## src/rtl/downcounter_timer_pkg.sv

```systemverilog
// ---------------------------------------------------------------------------
// downcounter_timer_pkg
//   Shared definitions for the downcounter_timer block.
//   - state_t   : timer FSM state (IDLE, RUN, DONE), 2-bit encoding
//   - W_DEFAULT : default counter / load-value width
// ---------------------------------------------------------------------------
package downcounter_timer_pkg;

   typedef enum logic [1:0] {
      ST_IDLE = 2'd0,
      ST_RUN  = 2'd1,
      ST_DONE = 2'd2
   } state_t;

   localparam int W_DEFAULT = 3;

endpackage : downcounter_timer_pkg

```

## src/rtl/downcounter_timer_step.sv

```systemverilog
// ---------------------------------------------------------------------------
// downcounter_timer_step
//   Purely combinational decrement with terminal detect for the timer
//   datapath.
//   Ports:
//     cnt_i    : current counter value
//     dec_o    : cnt_i - 1 (only meaningful when cnt_i != 0)
//     is_one_o : cnt_i == 1, i.e. the next tick is the terminal tick
//     is_zero_o: cnt_i == 0
// ---------------------------------------------------------------------------
module downcounter_timer_step #(
   parameter int W = 3
) (
   input  logic [W-1:0] cnt_i,
   output logic [W-1:0] dec_o,
   output logic         is_one_o,
   output logic         is_zero_o
);

   assign dec_o     = cnt_i - W'(1);
   assign is_one_o  = (cnt_i == W'(1));
   assign is_zero_o = (cnt_i == '0);

endmodule : downcounter_timer_step

```

## src/rtl/downcounter_timer.sv

```systemverilog
// ---------------------------------------------------------------------------
// downcounter_timer
//   Loadable down counter used as an interval timer. Counts one step per
//   en tick while running, pulses tc for one cycle at terminal count, and
//   either stops (one-shot) or reloads (periodic).
//   Ports:
//     clk, rst  : clock (rising edge), synchronous active-high reset
//     load      : capture load_val (count+reload when idle, reload only in RUN)
//     load_val  : W-bit load value
//     start     : enter RUN if the (post-load) count is nonzero
//     stop      : abort RUN, count holds
//     periodic  : mode, sampled at start (1 = auto-reload, 0 = one-shot)
//     en        : count tick qualifier, only honoured in RUN
//     count     : current counter value (registered)
//     busy      : high in RUN
//     tc        : one-cycle terminal-count pulse (registered)
//     done      : one-shot completion level (DONE state)
//   Priority within a cycle: rst > stop > load > start > en tick.
// ---------------------------------------------------------------------------
module downcounter_timer
   import downcounter_timer_pkg::*;
#(
   parameter int W = W_DEFAULT
) (
   input  logic         clk,
   input  logic         rst,
   input  logic         load,
   input  logic [W-1:0] load_val,
   input  logic         start,
   input  logic         stop,
   input  logic         periodic,
   input  logic         en,
   output logic [W-1:0] count,
   output logic         busy,
   output logic         tc,
   output logic         done
);

   state_t       state_q, state_d;
   logic [W-1:0] count_q, count_d;
   logic [W-1:0] reload_q, reload_d;
   logic         mode_q, mode_d;
   logic         tc_q, tc_d;

   logic [W-1:0] count_dec;
   logic         count_is_one;
   logic         count_is_zero;
   logic         start_ok;

   downcounter_timer_step #(.W(W)) u_step (
      .cnt_i     (count_q),
      .dec_o     (count_dec),
      .is_one_o  (count_is_one),
      .is_zero_o (count_is_zero)
   );

   // start evaluates against the value load is about to write when both
   // arrive together outside RUN.
   assign start_ok = load ? (load_val != '0) : !count_is_zero;

   always_comb begin
      state_d  = state_q;
      count_d  = count_q;
      reload_d = reload_q;
      mode_d   = mode_q;
      tc_d     = 1'b0;

      if (state_q == ST_RUN && stop) begin
         // stop beats a simultaneous terminal tick: no tc, count holds.
         state_d = ST_IDLE;
      end else begin
         if (load) begin
            reload_d = load_val;
            if (state_q != ST_RUN) begin
               count_d = load_val;
               state_d = ST_IDLE;
            end
         end

         if (start && state_q != ST_RUN && start_ok) begin
            mode_d  = periodic;
            state_d = ST_RUN;
         end

         // A same-cycle load in RUN has already updated reload_d, so a
         // terminal tick in that cycle reloads the new value.
         if (state_q == ST_RUN && en && !count_is_zero) begin
            if (!count_is_one) begin
               count_d = count_dec;
            end else begin
               tc_d = 1'b1;
               if (mode_q && reload_d != '0) begin
                  count_d = reload_d;
               end else begin
                  count_d = '0;
                  state_d = ST_DONE;
               end
            end
         end
      end
   end

   always_ff @(posedge clk) begin
      if (rst) begin
         state_q  <= ST_IDLE;
         count_q  <= '0;
         reload_q <= '0;
         mode_q   <= 1'b0;
         tc_q     <= 1'b0;
      end else begin
         state_q  <= state_d;
         count_q  <= count_d;
         reload_q <= reload_d;
         mode_q   <= mode_d;
         tc_q     <= tc_d;
      end
   end

   assign count = count_q;
   assign busy  = (state_q == ST_RUN);
   assign done  = (state_q == ST_DONE);
   assign tc    = tc_q;

endmodule : downcounter_timer

```

## config.mk

```make
export PLATFORM = sky130hd
export DESIGN_NAME = downcounter_timer
export DESIGN_NICKNAME = d
export VERILOG_FILES = /design/src/rtl/downcounter_timer_pkg.sv /design/src/rtl/downcounter_timer_step.sv /design/src/rtl/downcounter_timer.sv
export SDC_FILE = /design/constraint.sdc
export NUM_CORES = 1
export LEC_CHECK = 0
export CAP_MARGIN = 25
export CORE_AREA = 2 2 39 41
export DETAILED_ROUTE_END_ITERATION = 10
export DIE_AREA = 0 0 41 43
export PLACE_DENSITY = 0.82
export SETUP_SLACK_MARGIN = 0.15
export SLEW_MARGIN = 20
export SYNTH_ARGS = -nofsm -noshare
export SYNTH_HDL_FRONTEND = slang
export SYNTH_HIERARCHICAL = 1
export SYNTH_SLANG_ARGS = --single-unit
```

## constraint.sdc

```tcl
create_clock -name clk -period 3 [get_ports clk]
set_input_delay 0.75 -clock clk [delete_from_list [all_inputs] [get_ports clk]]
set_output_delay 0.75 -clock clk [all_outputs]
set_load 0.01 [all_outputs]
```

======== After elaboration in Yosys (flattened, before gate mapping) ========
Cells that the tools add are included.
word-level totals
  bits of input ports ..................... 10
  word-level logic and storage cells ...... 43
  bits in writable memories ............... 0
  bits in registers ....................... 10
  memories ................................ 0
  memory bits (read-only) ................. 0
  latch bits .............................. 0
cells by class
  equal/unequal tests ..................... 4
  reduce and logical (&&, ||, !) cells .... 16
  add/subtract/negate cells ............... 1
  mux-type cells .......................... 15
  div/mod/pow operators ................... 0
  multipliers ............................. 0
  bitwise gates (word level) .............. 2
  $lt $le $gt $ge ......................... 0
  shift operators ......................... 0
operator list
  cell                                                    count
  2-to-1 mux 3 bit                                        7
  2-to-1 mux 2 bit                                        6
  logical AND 1 bit                                       6
  nonzero test 3 bit                                      2
  nonzero test 2 bit                                      2
  == test 3 x 1 -> 1 bit (second input constant)          1
  zero test 3 bit                                         1
  AND reduction 3 bit                                     1
  OR reduction 3 bit                                      1
  subtractor 3 x 1 -> 3 bit (second input constant)       1
  == test 2 x 1 -> 1 bit (second input constant)          1
  == test 2 bit (second input constant)                   1
  2-to-1 mux 1 bit                                        2
  inequality test 2 x 1 -> 1 bit (second input constant)  1
  inverter 1 bit                                          2
  AND reduction 2 bit                                     1
  OR reduction 2 bit                                      1
  zero test 1 bit                                         1

======== Depth between registers and ports, before layout ========
  word-level depth ........................ 8
  mapped depth ............................ 8
  depth with buffers taken out ............ 7

======== Cells and area by module ========
The synthesis kept the hierarchy.
by module, submodules not included
  module                  sequential area each (sq um)  cells each  instances  area each (sq um)
  downcounter_timer       200.2                         62          1          540.5
  downcounter_timer_step  0.0                           9           1          75.1

======== Least setup slack after synthesis ========
Ideal clock, no wire load.
  kind .................................... input-to-reg
  start ................................... input load
  end ..................................... register mode_q
  library setup time ...................... 122 ps
  stages .................................. 5
  buffers on the path ..................... 1
  required time ........................... 2878 ps
  setup slack ............................. 1246 ps
  data arrival time ....................... 1631 ps
  cell sequence ........................... buf_6 > or4b_4 > nand4_2 > mux2i_1 > nor2_1
between the ends
  cells in the longest elaborated chain, start to end .. 3
RTL lines
  what                           line                      RTL
  start, declared                downcounter_timer.sv:27   input logic load,
  2-to-1 mux 1 bit               downcounter_timer.sv:59   assign start_ok = load ? (load_val != '0) : !count_is_zero;
  logical AND 1 bit              downcounter_timer.sv:80   if (start && state_q != ST_RUN && start_ok) begin
  AND reduction 2 bit (no line)  --
  end signal, assigned           downcounter_timer.sv:114  mode_q <= mode_d;
  end, declared                  downcounter_timer.sv:42   logic mode_q, mode_d;
No other way between the ends.
A chain may end at the register's enable or synchronous reset.

======== Worst setup path in the final report ========
  start ................................... register state_q[1]
  end ..................................... output busy
between the ends
  cells in the longest elaborated chain, start to end .. 1
RTL lines
  what                    line                      RTL
  start, declared         downcounter_timer.sv:39   state_t state_q, state_d;
  start signal, assigned  downcounter_timer.sv:111  state_q <= state_d;
  == test 2 x 1 -> 1 bit  downcounter_timer.sv:120  assign busy = (state_q == ST_RUN);
  end, declared           downcounter_timer.sv:34   output logic busy,
No other way between the ends.

==> reports/results.tsv <==
metric	value	unit
Syn Nets	84	
Clock Path Buffers	2	
# Post-CTS Setup Buffers	0	
Post-Place Cell Area	766	µm²
Cell Rows	14	
Crit. End Element	output pin	
Root Buffer	clkbuf_4	
# resized after CTS	0	
area of the multi-input gates	365	µm²
routability-driven placement congestion ratio	0.760	
post-synth cell types	28	
status	finished, final reports clean	
total number of vias	540	
vias in the first global route	470	
Initial Utilization	0.445	
WS Path Type	flop to output pin	
drt pass-1 iters	6	
Worst Hold Class	flop to flop	
IO Count	16	
ys flop type	dfxtp_1	
Required @ worst endpoint	2.25	ns
Fin. Hold Viols	0	
GR Overflow Total	0	
number of H-tree levels	1	
core area	0.00138	mm²
fin nets	101	
#FFs+latches synth	10	
Async SR Flop Fraction	0	
initial antenna violation count	0	
critical-path cell list	nand2b_1 -> inv_2 -> clkdlybuf4s50_1	
Critical path buffers and inverters	2	
diode count	0	
most frequent cells in the layout	15 x clkdlybuf4s50_1, 10 x dfxtp_1, 7 x nand2b_1, 7 x inv_1, 5 x nor2_1	
PnR Total Power	0.320	mW
min cycle time layout	2.16	ns
register area share after synthesis	0.325	
Worst Skew	0.00696	ns
gr usage total	0.158	
fin area	788	µm²
Iter 0 DRT Violations	9	
Synth top area share	0.325	
WL/cell	11.9	µm
sequential cell area	200	µm²
hold-fix buffers at CTS	0	
Fin Setup TNS	0	ns
syn avg cell area	8.67	µm²
Synth Cell Area	616	µm²
Worst-Margin Slew	0.293	ns
Slew Viols, Final	0	
DIE AREA	0.00176	mm²
post-DP HPWL	1010	µm
min setup slack post-route	0.842	ns
Startpoint Class	flop	
CTS Buf Count	3	
slowest stage delay, CP	0.52	ns
Slew Limit Headroom	0.799	
RSZ-0062 raised after global routing	no	
Post-route DRC	0	
chip height	43	µm
Post-synth EDFFs	0	
first-pass GRT wire length	1900	µm
Leakage	0.339	nW
fmax	463	MHz
dominant cell type by area after synthesis	dfxtp_1	
area delta synth->final	28.0	%
Synthesis Warnings	6	
WL final	1210	µm
port bufs	15	
final period utilization	0.719	
Peak VDD IR	0.213	mV
largest net degree at the start of global routing	10	
top cells by area, synth	dfxtp_1 33%, nand2b_1 7.1%, mux2i_1 6.5%	
Pwr per Cell Area	406	mW/mm²
Filler cells	130	
Reg clk slew, reported paths	0.06	ns
worst skew pair latency	0.25	ns
commonest non-fill, non-tap cell in the layout	clkdlybuf4s50_1	
layout cells sized above 1	0.0930	
Arr. time, crit path	1.41	ns
CP max FO	5	
pre-CTS setup slack	0.620	ns
CTS Sinks	10	
worst hold slack	0.499	ns
DR vias/cell	5.29	
Slowest-stage cell, CP	clkdlybuf4s50_1	
max_cap viols	0	
CP delay by family, top	buffers and inverters	
CTS tree	yes	
DIE WIDTH	41	µm
Post-Synthesis Cells	71	
Setup-failing EPs final	0	
post-route ant nets	0	
-- final cells by class --
type | count | share of cell area
Multi-Input combinational cell | 50 | 0.463
Clock buffer | 3 | 0.0286
Inverter | 8 | 0.0381
Tap cell | 16 | 0.0254
Timing Repair Buffer | 15 | 0.190
Sequential cell | 10 | 0.254
-- report_power, final --
part | internal, mW | total [mW] | switching, mW | leakage, nW
Clock | 0.0460 | 0.0851 | 0.0391 | 0.0138
Sequential | 0.143 | 0.150 | 0.00759 | 0.0821
Combinational | 0.0442 | 0.0849 | 0.0406 | 0.243
Total | 0.233 | 0.320 | 0.0874 | 0.339
-- state kept, by name (all words and copies together) (netlist names) --
| register | cells |
|---|---|
| mode_q | 1 |
| reload_q | 3 |
| tc | 1 |
| state_q | 2 |
| count | 3 |
-- Yosys cell counts, types with 2 or more instances --
library cell   n
o22ai_1        3
nand2b_1       7
o221ai_1       3
dfxtp_1       10
nor2b_1        2
a211oi_1       3
nand2_1        4
and2b_2        2
ha_1           3
inv_1          7
nor2_1         5
o21ai_0        3
mux2i_1        4
-- cell families after synthesis --
| family | share of synthesized area |
|---|---|
| AO/OA/AOI/OAI | 0.187 |
| XOR/XNOR | 0.0142 |
| adder cells (fa/ha/maj) | 0.0610 |
| buffers and inverters | 0.0813 |
| flip-flops | 0.325 |
| multiplexers | 0.0650 |
| AND/OR/NAND/NOR | 0.266 |
-- routing by layer --
| metal | vias to the layer above | share of wire | GRT usage |
|---|---|---|---|
| met3 | 2 | 0.026 | 0.0471 |
| met2 | 9 | 0.50 | 0.263 |
| li1 | 282 | - | - |
| met4 | 0 | 0.012 | 0.0600 |
| met5 | - | 0 | 0 |
| met1 | 247 | 0.46 | 0.179 |
-- per-stage QoR --
step           cells  utilization
6_report         102        0.570
5_1_grt          102        0.570
3_5_place_dp      99        0.553
2_1_floorplan     71            -
3_3_place_gp      99        0.553
4_1_cts          102        0.570
-- final timing paths --
check                      startpoint                        to  slack, ns  depth (start not counted)
max             state_q[1]$_SDFF_PP0_                      busy       0.84                          3
min          reload_q[0]$_SDFFE_PP0P_  reload_q[0]$_SDFFE_PP0P_       0.50                          2
max reg2reg     count[0]$_SDFFE_PP0P_     count[1]$_SDFFE_PP0P_       1.08                          7
min reg2reg  reload_q[0]$_SDFFE_PP0P_  reload_q[0]$_SDFFE_PP0P_       0.50                          2
-- worst min-delay path, stage by stage (launching register included) --
cell	delay, ns
dfxtp_1	0.31
nor2_1	0.09
a211oi_1	0.05
Power figures use the tool's default switching activity.
